==> config.mk <==
export PLATFORM = sky130hd
export DESIGN_NAME = jp_io_exec_sequencer_flat
export DESIGN_NICKNAME = d
export VERILOG_FILES = /design/src/rtl/jp_io_exec_sequencer_pkg.sv /design/src/rtl/jp_io_exec_sequencer_if.sv /design/src/rtl/jp_io_exec_sequencer_cc_eval.sv /design/src/rtl/jp_io_exec_sequencer.sv /design/src/flat_wrapper.sv
export SDC_FILE = /design/constraint.sdc
export NUM_CORES = 1
export LEC_CHECK = 0
export ABC_AREA = 1
export BUFFER_PORTS_ARGS = -buffer_cell sky130_fd_sc_hd__clkbuf_2
export CAP_MARGIN = 5
export CORE_UTILIZATION = 54
export DETAILED_ROUTE_END_ITERATION = 10
export PLACE_DENSITY = 0.92
export SLEW_MARGIN = 20
export SYNTH_ARGS = -nofsm -noshare
export SYNTH_HDL_FRONTEND = slang
export SYNTH_SLANG_ARGS = --single-unit
export TNS_END_PERCENT = 30
==> constraint.sdc <==
create_clock -name CLK -period 2.1 [get_ports CLK]
set_input_delay 0 -clock CLK [delete_from_list [all_inputs] [get_ports CLK]]
set_output_delay 0 -clock CLK [all_outputs]
set_load 0.01 [all_outputs]
==> src/rtl/jp_io_exec_sequencer_pkg.sv <==
// Shared types and constants for the Z80 execution-side sequencers.
// Used by the JP/IN/OUT sequencer and its condition evaluator.
package z80_exec_pkg;

    typedef enum logic [2:0] {
        S_IDLE,
        S_FETCH_LO,
        S_FETCH_HI,
        S_FETCH_N,
        S_IO_RD,
        S_IO_WR,
        S_COMMIT
    } state_t;

    typedef enum logic [1:0] {
        OP_JPNN,
        OP_JPCC,
        OP_IN,
        OP_OUT
    } op_t;

    localparam int FLAG_S  = 7;
    localparam int FLAG_Z  = 6;
    localparam int FLAG_PV = 2;
    localparam int FLAG_C  = 0;

    localparam logic [2:0] CC_NZ = 3'd0;
    localparam logic [2:0] CC_Z  = 3'd1;
    localparam logic [2:0] CC_NC = 3'd2;
    localparam logic [2:0] CC_C  = 3'd3;
    localparam logic [2:0] CC_PO = 3'd4;
    localparam logic [2:0] CC_PE = 3'd5;
    localparam logic [2:0] CC_P  = 3'd6;
    localparam logic [2:0] CC_M  = 3'd7;

    // cc[2:1] picks the flag under test
    localparam logic [1:0] CCSEL_Z  = 2'd0;
    localparam logic [1:0] CCSEL_C  = 2'd1;
    localparam logic [1:0] CCSEL_PV = 2'd2;
    localparam logic [1:0] CCSEL_S  = 2'd3;

    function automatic logic [2:0] onehot8_idx(input logic [7:0] v);
        logic [2:0] idx;
        idx = 3'd0;
        for (int i = 0; i < 8; i++) begin
            if (v[i]) idx = i[2:0];
        end
        return idx;
    endfunction

endpackage

==> src/rtl/jp_io_exec_sequencer_if.sv <==
// Memory-read and I/O bus seen by the JP/IN/OUT sequencer.
// master = sequencer side, slave = memory / port side.
interface jp_io_exec_sequencer_if #(
    parameter int ADDR_W = 16
);
    logic              mem_req;
    logic [ADDR_W-1:0] mem_addr;
    logic              mem_ack;
    logic [7:0]        mem_rdata;
    logic              io_rd_req;
    logic              io_wr_req;
    logic [ADDR_W-1:0] io_addr;
    logic [7:0]        io_wdata;
    logic              io_ack;
    logic [7:0]        io_rdata;

    modport master (
        output mem_req,
        output mem_addr,
        input  mem_ack,
        input  mem_rdata,
        output io_rd_req,
        output io_wr_req,
        output io_addr,
        output io_wdata,
        input  io_ack,
        input  io_rdata
    );

    modport slave (
        input  mem_req,
        input  mem_addr,
        output mem_ack,
        output mem_rdata,
        input  io_rd_req,
        input  io_wr_req,
        input  io_addr,
        input  io_wdata,
        output io_ack,
        output io_rdata
    );
endinterface

==> src/rtl/jp_io_exec_sequencer_cc_eval.sv <==
// Z80 condition-code evaluator, shared by the JP/JR/CALL/RET cc executors.
// cc[2:1] selects Z/C/PV/S, cc[0] selects the polarity that means "taken".
module cc_eval
    import z80_exec_pkg::*;
(
    input  logic [2:0] cc,
    input  logic [7:0] flags,
    output logic       taken
);

    logic w_flag;
    logic w_unused_flags;

    assign w_unused_flags = ^{flags[5:3], flags[1]};

    always_comb begin
        w_flag = 1'b0;
        unique case (cc[2:1])
            CCSEL_Z:  w_flag = flags[FLAG_Z];
            CCSEL_C:  w_flag = flags[FLAG_C];
            CCSEL_PV: w_flag = flags[FLAG_PV];
            CCSEL_S:  w_flag = flags[FLAG_S];
        endcase
    end

    assign taken = ~(w_flag ^ cc[0]);

endmodule

==> src/rtl/jp_io_exec_sequencer.sv <==
// Executes JP nn, JP cc,nn, IN A,(n) and OUT (n),A: operand fetch,
// condition evaluation, I/O bus cycle, then PC/A commit.
module jp_io_exec_sequencer
    import z80_exec_pkg::*;
#(
    parameter int ADDR_W = 16
) (
    input  logic              CLK,
    input  logic              notRESET,
    input  logic              set_jpnn,
    input  logic [7:0]        set_jpcc,
    input  logic              set_out,
    input  logic              set_in,
    input  logic [ADDR_W-1:0] pc_in,
    input  logic [7:0]        a_in,
    input  logic [7:0]        flags_in,
    jp_io_exec_sequencer_if.master bus,
    output logic              pc_load,
    output logic [ADDR_W-1:0] pc_value,
    output logic              a_load,
    output logic [7:0]        a_value,
    output logic              busy,
    output logic              err
);

    state_t            r_state;
    op_t               r_op;
    logic [2:0]        r_cc;
    logic [ADDR_W-1:0] r_pc;
    logic [7:0]        r_a;
    logic [7:0]        r_flags;
    logic [7:0]        r_lo;

    logic              r_mem_req;
    logic [ADDR_W-1:0] r_mem_addr;
    logic              r_io_rd_req;
    logic              r_io_wr_req;
    logic [ADDR_W-1:0] r_io_addr;
    logic [7:0]        r_io_wdata;
    logic              r_pc_load;
    logic [ADDR_W-1:0] r_pc_value;
    logic              r_a_load;
    logic [7:0]        r_a_value;
    logic              r_busy;
    logic              r_err;

    logic [10:0]       w_strobes;
    logic              w_any;
    logic              w_one;
    logic              w_multi;
    op_t               w_op;
    logic              w_is_io;
    logic              w_cc_taken;
    logic              w_jump;

    assign w_strobes = {set_in, set_out, set_jpcc, set_jpnn};
    assign w_any     = |w_strobes;
    assign w_one     = w_any && ((w_strobes & (w_strobes - 11'd1)) == 11'd0);
    assign w_multi   = w_any && !w_one;

    always_comb begin
        w_op = OP_JPCC;
        priority case (1'b1)
            set_jpnn: w_op = OP_JPNN;
            set_in:   w_op = OP_IN;
            set_out:  w_op = OP_OUT;
            default:  w_op = OP_JPCC;
        endcase
    end

    assign w_is_io = (w_op == OP_IN) || (w_op == OP_OUT);

    cc_eval u_cc_eval (
        .cc    (r_cc),
        .flags (r_flags),
        .taken (w_cc_taken)
    );

    assign w_jump = (r_op == OP_JPNN) || w_cc_taken;

    always_ff @(posedge CLK or negedge notRESET) begin
        if (!notRESET) begin
            r_state     <= S_IDLE;
            r_op        <= OP_JPNN;
            r_cc        <= 3'd0;
            r_pc        <= '0;
            r_a         <= 8'd0;
            r_flags     <= 8'd0;
            r_lo        <= 8'd0;
            r_mem_req   <= 1'b0;
            r_mem_addr  <= '0;
            r_io_rd_req <= 1'b0;
            r_io_wr_req <= 1'b0;
            r_io_addr   <= '0;
            r_io_wdata  <= 8'd0;
            r_pc_load   <= 1'b0;
            r_pc_value  <= '0;
            r_a_load    <= 1'b0;
            r_a_value   <= 8'd0;
            r_busy      <= 1'b0;
            r_err       <= 1'b0;
        end else begin
            r_pc_load <= 1'b0;
            r_a_load  <= 1'b0;
            r_err     <= 1'b0;
            unique case (r_state)
                S_IDLE: begin
                    r_err <= w_multi;
                    if (w_one) begin
                        r_op       <= w_op;
                        r_cc       <= onehot8_idx(set_jpcc);
                        r_pc       <= pc_in;
                        r_a        <= a_in;
                        r_flags    <= flags_in;
                        r_busy     <= 1'b1;
                        r_mem_req  <= 1'b1;
                        r_mem_addr <= pc_in;
                        r_state    <= w_is_io ? S_FETCH_N : S_FETCH_LO;
                    end
                end
                S_FETCH_LO: begin
                    // request stays high straight into the high-byte fetch
                    if (bus.mem_ack) begin
                        r_lo       <= bus.mem_rdata;
                        r_mem_addr <= r_pc + ADDR_W'(1);
                        r_state    <= S_FETCH_HI;
                    end
                end
                S_FETCH_HI: begin
                    if (bus.mem_ack) begin
                        r_mem_req <= 1'b0;
                        r_pc_load <= 1'b1;
                        r_pc_value <= w_jump
                            ? ADDR_W'({bus.mem_rdata, r_lo})
                            : r_pc + ADDR_W'(2);
                        r_state   <= S_COMMIT;
                    end
                end
                S_FETCH_N: begin
                    if (bus.mem_ack) begin
                        r_mem_req  <= 1'b0;
                        r_io_addr  <= ADDR_W'({r_a, bus.mem_rdata});
                        r_io_wdata <= r_a;
                        if (r_op == OP_IN) begin
                            r_io_rd_req <= 1'b1;
                            r_state     <= S_IO_RD;
                        end else begin
                            r_io_wr_req <= 1'b1;
                            r_state     <= S_IO_WR;
                        end
                    end
                end
                S_IO_RD: begin
                    if (bus.io_ack) begin
                        r_io_rd_req <= 1'b0;
                        r_a_load    <= 1'b1;
                        r_a_value   <= bus.io_rdata;
                        r_pc_load   <= 1'b1;
                        r_pc_value  <= r_pc + ADDR_W'(1);
                        r_state     <= S_COMMIT;
                    end
                end
                S_IO_WR: begin
                    if (bus.io_ack) begin
                        r_io_wr_req <= 1'b0;
                        r_pc_load   <= 1'b1;
                        r_pc_value  <= r_pc + ADDR_W'(1);
                        r_state     <= S_COMMIT;
                    end
                end
                S_COMMIT: begin
                    r_busy  <= 1'b0;
                    r_state <= S_IDLE;
                end
                default: begin
                    r_state <= S_IDLE;
                end
            endcase
        end
    end

    assign bus.mem_req   = r_mem_req;
    assign bus.mem_addr  = r_mem_addr;
    assign bus.io_rd_req = r_io_rd_req;
    assign bus.io_wr_req = r_io_wr_req;
    assign bus.io_addr   = r_io_addr;
    assign bus.io_wdata  = r_io_wdata;

    assign pc_load  = r_pc_load;
    assign pc_value = r_pc_value;
    assign a_load   = r_a_load;
    assign a_value  = r_a_value;
    assign busy     = r_busy;
    assign err      = r_err;

endmodule

==> src/flat_wrapper.sv <==
// flat-port wrapper written by rule: the top's interface ports become plain ports
module jp_io_exec_sequencer_flat import z80_exec_pkg::*;
#(
    parameter int ADDR_W = 16
)
  (CLK, notRESET, set_jpnn, set_jpcc, set_out, set_in, pc_in, a_in, flags_in, pc_load, pc_value, a_load, a_value, busy, err, bus_mem_req, bus_mem_addr, bus_mem_ack, bus_mem_rdata, bus_io_rd_req, bus_io_wr_req, bus_io_addr, bus_io_wdata, bus_io_ack, bus_io_rdata);
  jp_io_exec_sequencer_if #(.ADDR_W(ADDR_W)) bus_i ();
  input  logic CLK;
  input  logic notRESET;
  input  logic set_jpnn;
  input  logic [7:0] set_jpcc;
  input  logic set_out;
  input  logic set_in;
  input  logic [ADDR_W-1:0] pc_in;
  input  logic [7:0] a_in;
  input  logic [7:0] flags_in;
  output logic pc_load;
  output logic [ADDR_W-1:0] pc_value;
  output logic a_load;
  output logic [7:0] a_value;
  output logic busy;
  output logic err;
  output wire logic [$bits(bus_i.mem_req)-1:0] bus_mem_req;
  output wire logic [$bits(bus_i.mem_addr)-1:0] bus_mem_addr;
  input wire logic [$bits(bus_i.mem_ack)-1:0] bus_mem_ack;
  input wire logic [$bits(bus_i.mem_rdata)-1:0] bus_mem_rdata;
  output wire logic [$bits(bus_i.io_rd_req)-1:0] bus_io_rd_req;
  output wire logic [$bits(bus_i.io_wr_req)-1:0] bus_io_wr_req;
  output wire logic [$bits(bus_i.io_addr)-1:0] bus_io_addr;
  output wire logic [$bits(bus_i.io_wdata)-1:0] bus_io_wdata;
  input wire logic [$bits(bus_i.io_ack)-1:0] bus_io_ack;
  input wire logic [$bits(bus_i.io_rdata)-1:0] bus_io_rdata;
  assign bus_mem_req = bus_i.mem_req;
  assign bus_mem_addr = bus_i.mem_addr;
  assign bus_i.mem_ack = bus_mem_ack;
  assign bus_i.mem_rdata = bus_mem_rdata;
  assign bus_io_rd_req = bus_i.io_rd_req;
  assign bus_io_wr_req = bus_i.io_wr_req;
  assign bus_io_addr = bus_i.io_addr;
  assign bus_io_wdata = bus_i.io_wdata;
  assign bus_i.io_ack = bus_io_ack;
  assign bus_i.io_rdata = bus_io_rdata;
  jp_io_exec_sequencer #(.ADDR_W(ADDR_W)) u_core (.CLK(CLK), .notRESET(notRESET), .set_jpnn(set_jpnn), .set_jpcc(set_jpcc), .set_out(set_out), .set_in(set_in), .pc_in(pc_in), .a_in(a_in), .flags_in(flags_in), .bus(bus_i), .pc_load(pc_load), .pc_value(pc_value), .a_load(a_load), .a_value(a_value), .busy(busy), .err(err));
endmodule
* After elaboration in Yosys (flattened, before gate mapping)
Index checks and enable logic that the tools add are counted.
** Storage, ports and cells
- Flip-flop bits (word level) :: 119
** Operators by class
- Add/subtract/negate cells :: 3
- Eq/ne operators :: 22
- Multiplexer cells :: 42
- Bitwise logic cells :: 3
- Reduce and logical (&&, ||, !) cells :: 29
** Operators by type and width (count)
- $mux W16 :: 5
- $pmux W16 S2 :: 2
- $mux W3 :: 9
- $add A16 B1 Y16 const B :: 1
- $add A16 B2 Y16 const B :: 1
- $pmux W3 S5 :: 1
- $mux W1 :: 13
- $mux W2 :: 6
- $ne A2 B2 Y1 const B :: 6
- $reduce_bool A2 Y1 :: 6
- $and A11 B11 Y11 :: 1
- $logic_not A11 Y1 :: 1
- $reduce_or A11 Y1 :: 1
- $sub A11 B1 Y11 const B :: 1
- $eq A2 B2 Y1 const B :: 5
- $pmux W1 S2 :: 5
- $reduce_and A2 Y1 :: 5
- $eq A3 B3 Y1 const B :: 3
- $reduce_and A3 Y1 :: 3
- $ne A2 B1 Y1 const B :: 4
- $reduce_and A4 Y1 :: 2
- $eq A3 B2 Y1 const B :: 2
- $reduce_and A5 Y1 :: 1
- $logic_not A2 Y1 :: 2
- other kinds (10) :: 13

* Depth between registers and ports, before layout
Gate-level depths: netlist of run 1.
- Word-level depth :: 8
- Mapped depth :: 12
- Mapped depth without buffers :: 12

* By module
A second synthesis of run 1 with hierarchy kept.
** Second synthesis, totals
- Cell total of the unflattened synthesis :: 708
- Area total of the unflattened synthesis :: 5667.9 um^2
** By module, submodules not included
- jp_io_exec_sequencer :: times used 1, cells each 695, area each 5610.4 um^2, sequential area each 2777.7 um^2
- cc_eval :: times used 1, cells each 13, area each 57.6 um^2, sequential area each 0.0 um^2

* Worst setup path before layout of run 1
No wires, ideal clock.
- Path kind :: register to register
- From :: reg u_core.r_pc[2]
- To :: reg u_core.r_pc_value[13] (netlist: u_core.pc_value[13])
- Data arrival time :: 1.503 ns
- Data required time :: 1.974 ns
- Path slack :: 0.471 ns
- Stages on the path, launching flop included :: 10
- Clock period less this slack :: 1.629 ns
- Path through :: dfrtp_1 > ha_1 > inv_1 > nor2_1 > nand2_1 > nor2_1 > nand2_1 > xor2_1 > o21ai_0 > a21oi_1
** Between the ends
- Cells in the longest elaborated chain, start to end :: 4
- Elaborated cells on any way between the ends :: 6
- Those cells by class :: add/sub: 2; mux: 4
** RTL lines
- from (decl) :: RTL line jp_io_exec_sequencer.sv:29 : logic [ADDR_W-1:0] r_pc;
- from (signal assigned) :: RTL line jp_io_exec_sequencer.sv:112 : r_pc <= pc_in;
- $add A16 B2 Y16 :: RTL line jp_io_exec_sequencer.sv:135 : : r_pc + ADDR_W'(2);
- $mux W16 :: RTL line jp_io_exec_sequencer.sv:134 : ? ADDR_W'({bus.mem_rdata, r_lo})
- $mux W16 :: RTL line jp_io_exec_sequencer.sv:130 : if (bus.mem_ack) begin
- $pmux W16 S2 (*) :: RTL line jp_io_exec_sequencer.sv:106 : unique case (r_state)
- to (signal assigned) :: RTL line jp_io_exec_sequencer.sv:133 : r_pc_value <= w_jump
- to (signal assigned) :: RTL line jp_io_exec_sequencer.sv:159 : r_pc_value <= r_pc + ADDR_W'(1);
- to (signal assigned) :: RTL line jp_io_exec_sequencer.sv:167 : r_pc_value <= r_pc + ADDR_W'(1);
- to (decl) :: RTL line jp_io_exec_sequencer.sv:41 : logic [ADDR_W-1:0] r_pc_value;
Every way passes the cells marked *; elsewhere a longest branch is shown, timed or not. The select of a mux whose other input is x is not followed.
A chain may end at the register's enable or synchronous reset.

* Worst setup path after layout of run 1
- From :: reg u_core.r_state[0]
- To :: reg u_core.r_pc_value[15] (netlist: u_core.pc_value[15])
** Between the ends
- Cells in the longest elaborated chain, start to end :: 4
- Elaborated cells on any way between the ends :: 9
- Those cells by class :: eq/ne: 5; mux: 1; reduce/logical: 3
** RTL lines
- from (decl) :: RTL line jp_io_exec_sequencer.sv:26 : state_t r_state;
- from (signal assigned) :: RTL line jp_io_exec_sequencer.sv:118 : r_state <= w_is_io ? S_FETCH_N : S_FETCH_LO;
- $eq A3 B3 Y1 :: RTL line jp_io_exec_sequencer.sv:106
- $reduce_or A2 Y1 (no source line)
- $ne A2 B1 Y1 (no source line) or $reduce_bool A2 Y1 (tied branches)
- $reduce_and A3 Y1 (no source line)
Parallel ways exist; a longest one is shown, timed or not.

==> results of run 1 <==
## power by group through the flow
stage          logic, W  registers [W]  clock network [W]
2_1_floorplan   0.00147        0.00317                  0
3_3_place_gp    0.00265        0.00298                  0
3_5_place_dp    0.00274        0.00300                  0
4_1_cts         0.00285        0.00296            0.00122
5_1_grt         0.00322        0.00303            0.00131
6_report        0.00290        0.00298            0.00123
## layout make-up
type / instances / area [um^2]
Fill cell: 750 / 2790
Sequential cell: 107 / 2680
Multi-Input combinational cell: 508 / 2420
Timing Repair Buffer: 201 / 1330
Inverter: 56 / 210
Tap cell: 133 / 166
Clock buffer: 10 / 138
Clock inverter: 6 / 46.3
## layer usage
layer | part of all wire, % | GRT usage [%] | wire length, um | up-vias
met5 | 0 | 0 | 0 | -
met1 | 40 | 36.8 | 6030 | 2560
met4 | 3.6 | 13.5 | 544 | 0
met3 | 6.9 | 6.44 | 1030 | 53
li1 | - | - | - | 2592
met2 | 49 | 50.9 | 7380 | 267
## sequential cells by signal, indices dropped and copies added, names as in the netlist
signal	flops
u_core.a_value	8
u_core.r_cc	3
u_core.r_state	3
u_core.bus.io_addr	9
u_core.bus.io_wdata	7
u_core.a_load	1
u_core.bus.mem_req	1
u_core.pc_value	16
u_core.err	1
u_core.r_flags	4
u_core.bus.mem_addr	16
u_core.bus.io_wr_req	1
u_core.busy	1
u_core.bus.io_rd_req	1
u_core.r_lo	8
u_core.pc_load	1
u_core.r_op	2
u_core.r_pc	16
u_core.r_a	8
## through the flow
step	instance area, um^2	hold WS [ns]	power, W	cells
after CTS	6960	0.0600	0.00704	1020
after detailed placement	6260	0.135	0.00574	953
after global placement	6260	0.138	0.00562	953
after floorplan	5470	-0.296	0.00464	707
after global routing	6980	0.152	0.00757	1021
final	6980	0.0697	0.00710	1021
## cell usage in the layout (no fill, tap or decap), types with 2 or more instances in the layout
cell type / n
inv_2: 2
inv_1: 54
nor2_1: 45
o21ai_0: 56
mux2i_1: 5
dfrtp_1: 107
inv_6: 3
mux2_2: 7
xor2_1: 19
clkinvlp_4: 2
nand2_1: 255
nor2_2: 6
xnor2_1: 3
ha_1: 2
clkbuf_8: 10
buf_4: 21
nor3_1: 3
dlygate4sd3_1: 51
or2_2: 3
clkbuf_2: 128
a21oi_1: 19
nand3_1: 71
## worst max-delay path by stage
stage                                  from             endpoint  slack (ns)  depth (start not counted)
after detailed placement  u_core.r_state[0]  u_core.pc_value[15]       -0.11                          9
after global routing      u_core.r_state[0]  u_core.pc_value[15]       -0.02                          9
final                     u_core.r_state[0]  u_core.pc_value[15]        0.15                          9
after floorplan              u_core.r_pc[2]  u_core.pc_value[13]        0.47                          9
after CTS                       set_jpcc[7]       u_core.r_pc[8]        0.03                         12
after global placement    u_core.r_state[1]  u_core.pc_value[15]       0.002                          8
## cells by family after synthesis
kind of cell | Yosys count | share of synthesized area [%]
AO/OA/AOI/OAI | 81 | 7.80
XOR/XNOR | 22 | 3.52
adder cells (fa/ha/maj) | 2 | 0.457
buffers and inverters | 92 | 7.46
flip-flops | 107 | 48.9
multiplexers | 13 | 2.56
AND/OR/NAND/NOR | 390 | 29.3
## critical path, cell delays in order (launching register included)
cell and delay [ns]:
dfrtp_1 0.39, inv_1 0.10, nand3_1 0.13, nor2_1 0.08
a21oi_4 0.42, inv_1 0.38, o21ai_0 0.19, inv_1 0.07
nand2_1 0.06, nand2_1 0.04
## timing repair
action,4_1_cts,5_1_grt
setup endpoints to repair,14,35
buffers inserted,0,1
gates cloned,0,0
endpoints found under the hold margin,125,0
gates resized for setup,1,5
pin swaps,0,1
hold buffers,51,0
==> impl_metrics.json, run 1 <==
{
  "dpl_worst_slack_ns": -0.115,
  "yosys-top-cells-area": "dfrtp_1 49%, nand2_1 17%, nand3_1 6.6%",
  "max_freq_mhz": 512,
  "io_buffers": 129,
  "drive_gt1_share_pct": 21.4,
  "syn_inst": 707,
  "internal_power_w": 0.00417,
  "cp-start-kind": "register",
  "avgSynthCellArea_um2": 7.74,
  "synth.cell_area_um2": 5470,
  "min_from": "set_jpcc[6]",
  "ff2ff_path_depth": 9,
  "core-area_um2": 9770,
  "grt_pass1_wl_um": 24200,
  "synth_ff_type": "dfrtp_1",
  "yosysMostFrequentCell": "nand2_1",
  "synth-seq-area-share_pct": 48.9,
  "seqPwrFrac_pct": 41.9,
  "worstPathRequired_ns": 2.38,
  "drc_errors": 0,
  "yosysUniqueCellTypes": 33,
  "die_x_um": 103,
  "regToRegSetupSlack_ns": 0.15,
  "cap_viol_max_count": 0,
  "dr.first_iter.drc_count": 299,
  "timing.rr.end": "u_core.pc_value[15]",
  "cp_data_arrival_time_ns": 2.24,
  "initial_core_util_pct": 56.0,
  "combPwrFrac_pct": 40.8,
  "power.density_nw_per_um2": 1020,
  "htreeDepth": 3,
  "netlist.area_leader.share_pct": 48.9,
  "finalWorstSetupSlack_ns": 0.146,
  "synth_seq_cells": 107,
  "p_sw_share_pct": 41.3,
  "ant_nets": 0,
  "layout.nets": 948,
  "clock_sinks": 107,
  "wl_um": 15000,
  "antenna_found_initial": 0,
  "rsz0062_at_grt": "yes",
  "cts_tree": "yes",
  "via_per_inst": 5.36,
  "place_congestion": 0.956,
  "hold_path_depth": 5,
  "drt_first_pass_iters": 5,
  "setup_viol": 0,
  "clockRootBuffer": "clkbuf_8",
  "hold_viol": 0,
  "syn_to_final_growth_pct": 27.7,
  "crit_type": "reg -> reg",
  "maxSlewHeadroom_pct": 45.8,
  "die_y_um": 103,
  "grt_overflow": 0,
  "row_count": 36,
  "whs_endpoint": "u_core.r_cc[0]",
  "async_flop_share_pct": 100,
  "finish.utilization_pct": 71.5,
  "slew_violations": 0,
  "worstPathMaxFanout": 18,
  "cts_buffer_depth": 2,
  "grt_max_degree": 65,
  "place_hpwl_um": 10400,
  "synthTopCellsByCount": "255 x nand2_1, 107 x dfrtp_1, 72 x nand3_1, 56 x o21ai_0, 54 x inv_1",
  "die_area_um2": 10500,
  "cp-end-kind": "register",
  "clock_latency_ns": 0.38,
  "clockPowerShare_pct": 17.3,
  "yosysWarningCount": 0,
  "synth_nets": 772,
  "ir_worst_vdd_mv": 0.653,
  "cts.reportedPaths.clkPinSlew_ns": 0.11,
  "fin_crit_ns": 1.95,
  "grt_usage_pct": 30.0,
  "num_antenna_cells": 0,
  "p_sw_w": 0.00293,
  "num_io_pins": 134,
  "worst_pin_slew_ns": 0.812,
  "p_leak_nw": 3.81,
  "grt_pass1_vias": 5189,
  "yosysTopAreaCell": "dfrtp_1",
  "fin_setup_tns_ns": 0,
  "clock_skew_ns": 0.0118,
  "drt-wirelength-per-cell_um": 14.7,
  "worstHoldPathType": "in -> reg",
  "cts_buffers": 9,
  "post-route-period-util_pct": 93.0,
  "r2r-start": "u_core.r_state[0]",
  "num_vias": 5472,
  "outcome": "completed",
  "synth_edf_count": 0
}
Power figures use the tool's default switching activity.
==> run 2: changes to the inputs <==
--- a/config.mk
+++ b/config.mk
@@ -8,9 +8,9 @@
 export ABC_AREA = 1
 export BUFFER_PORTS_ARGS = -buffer_cell sky130_fd_sc_hd__clkbuf_2
 export CAP_MARGIN = 5
-export CORE_UTILIZATION = 54
+export CORE_UTILIZATION = 41
 export DETAILED_ROUTE_END_ITERATION = 10
-export PLACE_DENSITY = 0.92
+export PLACE_DENSITY = 0.75
 export SLEW_MARGIN = 20
 export SYNTH_ARGS = -nofsm -noshare
 export SYNTH_HDL_FRONTEND = slang
==> run 2 against run 1 <==
Net effect:
- flip-flop and latch count unchanged
- hold slack got worse by 0.043 ns
- critical path depth down 1
- fmax increased by 1.9%
- critical endpoint is now u_core.bus.mem_addr[10]
==> impl_metrics.json, run 2 (same netlist as run 1, synthesis figures left out) <==
{
  "power.density_nw_per_um2": 1050,
  "worstHoldPathType": "in -> reg",
  "cp-start-kind": "register",
  "clock_sinks": 107,
  "maxSlewHeadroom_pct": 64.8,
  "final_cell_mix": "255 x nand2_1, 128 x clkbuf_2, 107 x dfrtp_1",
  "post-route-period-util_pct": 91.3,
  "cts.reportedPaths.clkPinSlew_ns": 0.08,
  "cts_buffers": 9,
  "grt_usage_pct": 22.4,
  "via_per_inst": 4.96,
  "die_x_um": 118,
  "drt-wirelength-per-cell_um": 14.0,
  "cp-end-kind": "register",
  "setup_viol": 0,
  "dpl.cell_count": 991,
  "cap_viol_max_count": 0,
  "fin_setup_tns_ns": 0,
  "outcome": "completed",
  "regToRegSetupSlack_ns": 0.18,
  "num_vias": 5234,
  "worstPathRequired_ns": 2.34,
  "clockRootBuffer": "clkbuf_16",
  "dr.first_iter.drc_count": 394,
  "fin_cells": 1056,
  "place_congestion": 0.928,
  "io_buffers": 129,
  "worst_pin_slew_ns": 0.526,
  "syn_to_final_growth_pct": 29.2,
  "grt_overflow": 0,
  "rsz0062_at_grt": "no",
  "core-area_um2": 12800,
  "final_common_cell": "nand2_1",
  "cts_buffer_depth": 2,
  "htreeDepth": 3,
  "clock_skew_ns": 0.00924,
  "finish.utilization_pct": 55.1,
  "drc_errors": 0,
  "row_count": 41,
  "num_antenna_cells": 0,
  "layout.nets": 944,
  "n_fill_cell": 1238,
  "num_io_pins": 134,
  "drt_first_pass_iters": 5,
  "place_hpwl_um": 10500,
  "max_freq_mhz": 522,
  "antenna_found_initial": 0,
  "crit_type": "reg -> reg",
  "worstPathMaxFanout": 5,
  "wl_um": 14800,
  "cp_data_arrival_time_ns": 2.16,
  "fin_crit_ns": 1.92,
  "grt_pass1_wl_um": 24400,
  "ir_worst_vdd_mv": 0.505,
  "drive_gt1_share_pct": 21.2,
  "die_y_um": 118,
  "hold_viol": 0,
  "p_leak_nw": 3.81,
  "cts_tree": "yes",
  "grt_max_degree": 74,
  "clock_latency_ns": 0.36,
  "slew_violations": 0,
  "ant_nets": 0,
  "grt_pass1_vias": 4954,
  "die_area_um2": 13800,
  "initial_core_util_pct": 42.7
}
-- run 2: power breakdown --
| group | switching (W) | internal [W] |
|---|---|---|
| logic | 0.00178 | 0.00106 |
| clock network | 0.000818 | 0.000816 |
| registers | 0.000334 | 0.00263 |
| total | 0.00293 | 0.00451 |
-- run 2: area by class of cell --
cell class                      instances  area, um^2  area share [%]
Timing Repair Buffer                  197        1290            18.3
Clock inverter                          7        52.6           0.743
Clock buffer                            9         225            3.19
Tap cell                              172         215            3.04
Sequential cell                       107        2680            37.9
Inverter                               56         210            2.97
Multi-Input combinational cell        508        2390            33.9
-- run 2: worst max-delay path: stages, from the launching register on --
cell      delay (ns)
dfrtp_1         0.42
ha_1            0.21
nand3_1         0.20
nor3_2          0.30
inv_1           0.08
o21ai_0         0.22
nand2_1         0.10
a21boi_0        0.17
o21ai_0         0.11
-- run 2: final timing paths --
path	from	end	cells after the start
setup / recovery	u_core.r_pc[1]	u_core.bus.mem_addr[10]	8
hold / removal	set_jpcc[6]	u_core.r_cc[1]	5
setup reg to reg	u_core.r_pc[1]	u_core.bus.mem_addr[10]	8
hold reg to reg	u_core.r_a[5]	u_core.r_a[5]	2
max in group asynchronous	notRESET	u_core.a_value[4]	3
min in group asynchronous	notRESET	u_core.pc_value[3]	2
-- run 2: per-layer routing --
layer	GRT usage (%)	wire length, um
met3	6.15	973
met5	0	0
met1	28.6	6560
met4	6.09	204
met2	37.4	7080
-- run 2: what timing repair did --
item                                    CTS  global route
endpoints found under the hold margin    94             0
buffers inserted                          0             0
hold buffers                             49             0
endpoints found under the setup margin    0             1
gates resized for setup                   0             1
-- run 2: per-stage QoR --
step           worst slack [ns]  hold WS, ns  area, um^2  power [W]
6_report                  0.183       0.0267        7070    0.00744
5_1_grt                 0.00550       0.0362        7070    0.00797
4_1_cts                   0.194       0.0137        7070    0.00749
3_5_place_dp              0.207      -0.0106        6300    0.00577
3_3_place_gp              0.281      -0.0105        6300    0.00571
2_1_floorplan             0.471       -0.296        5470    0.00464
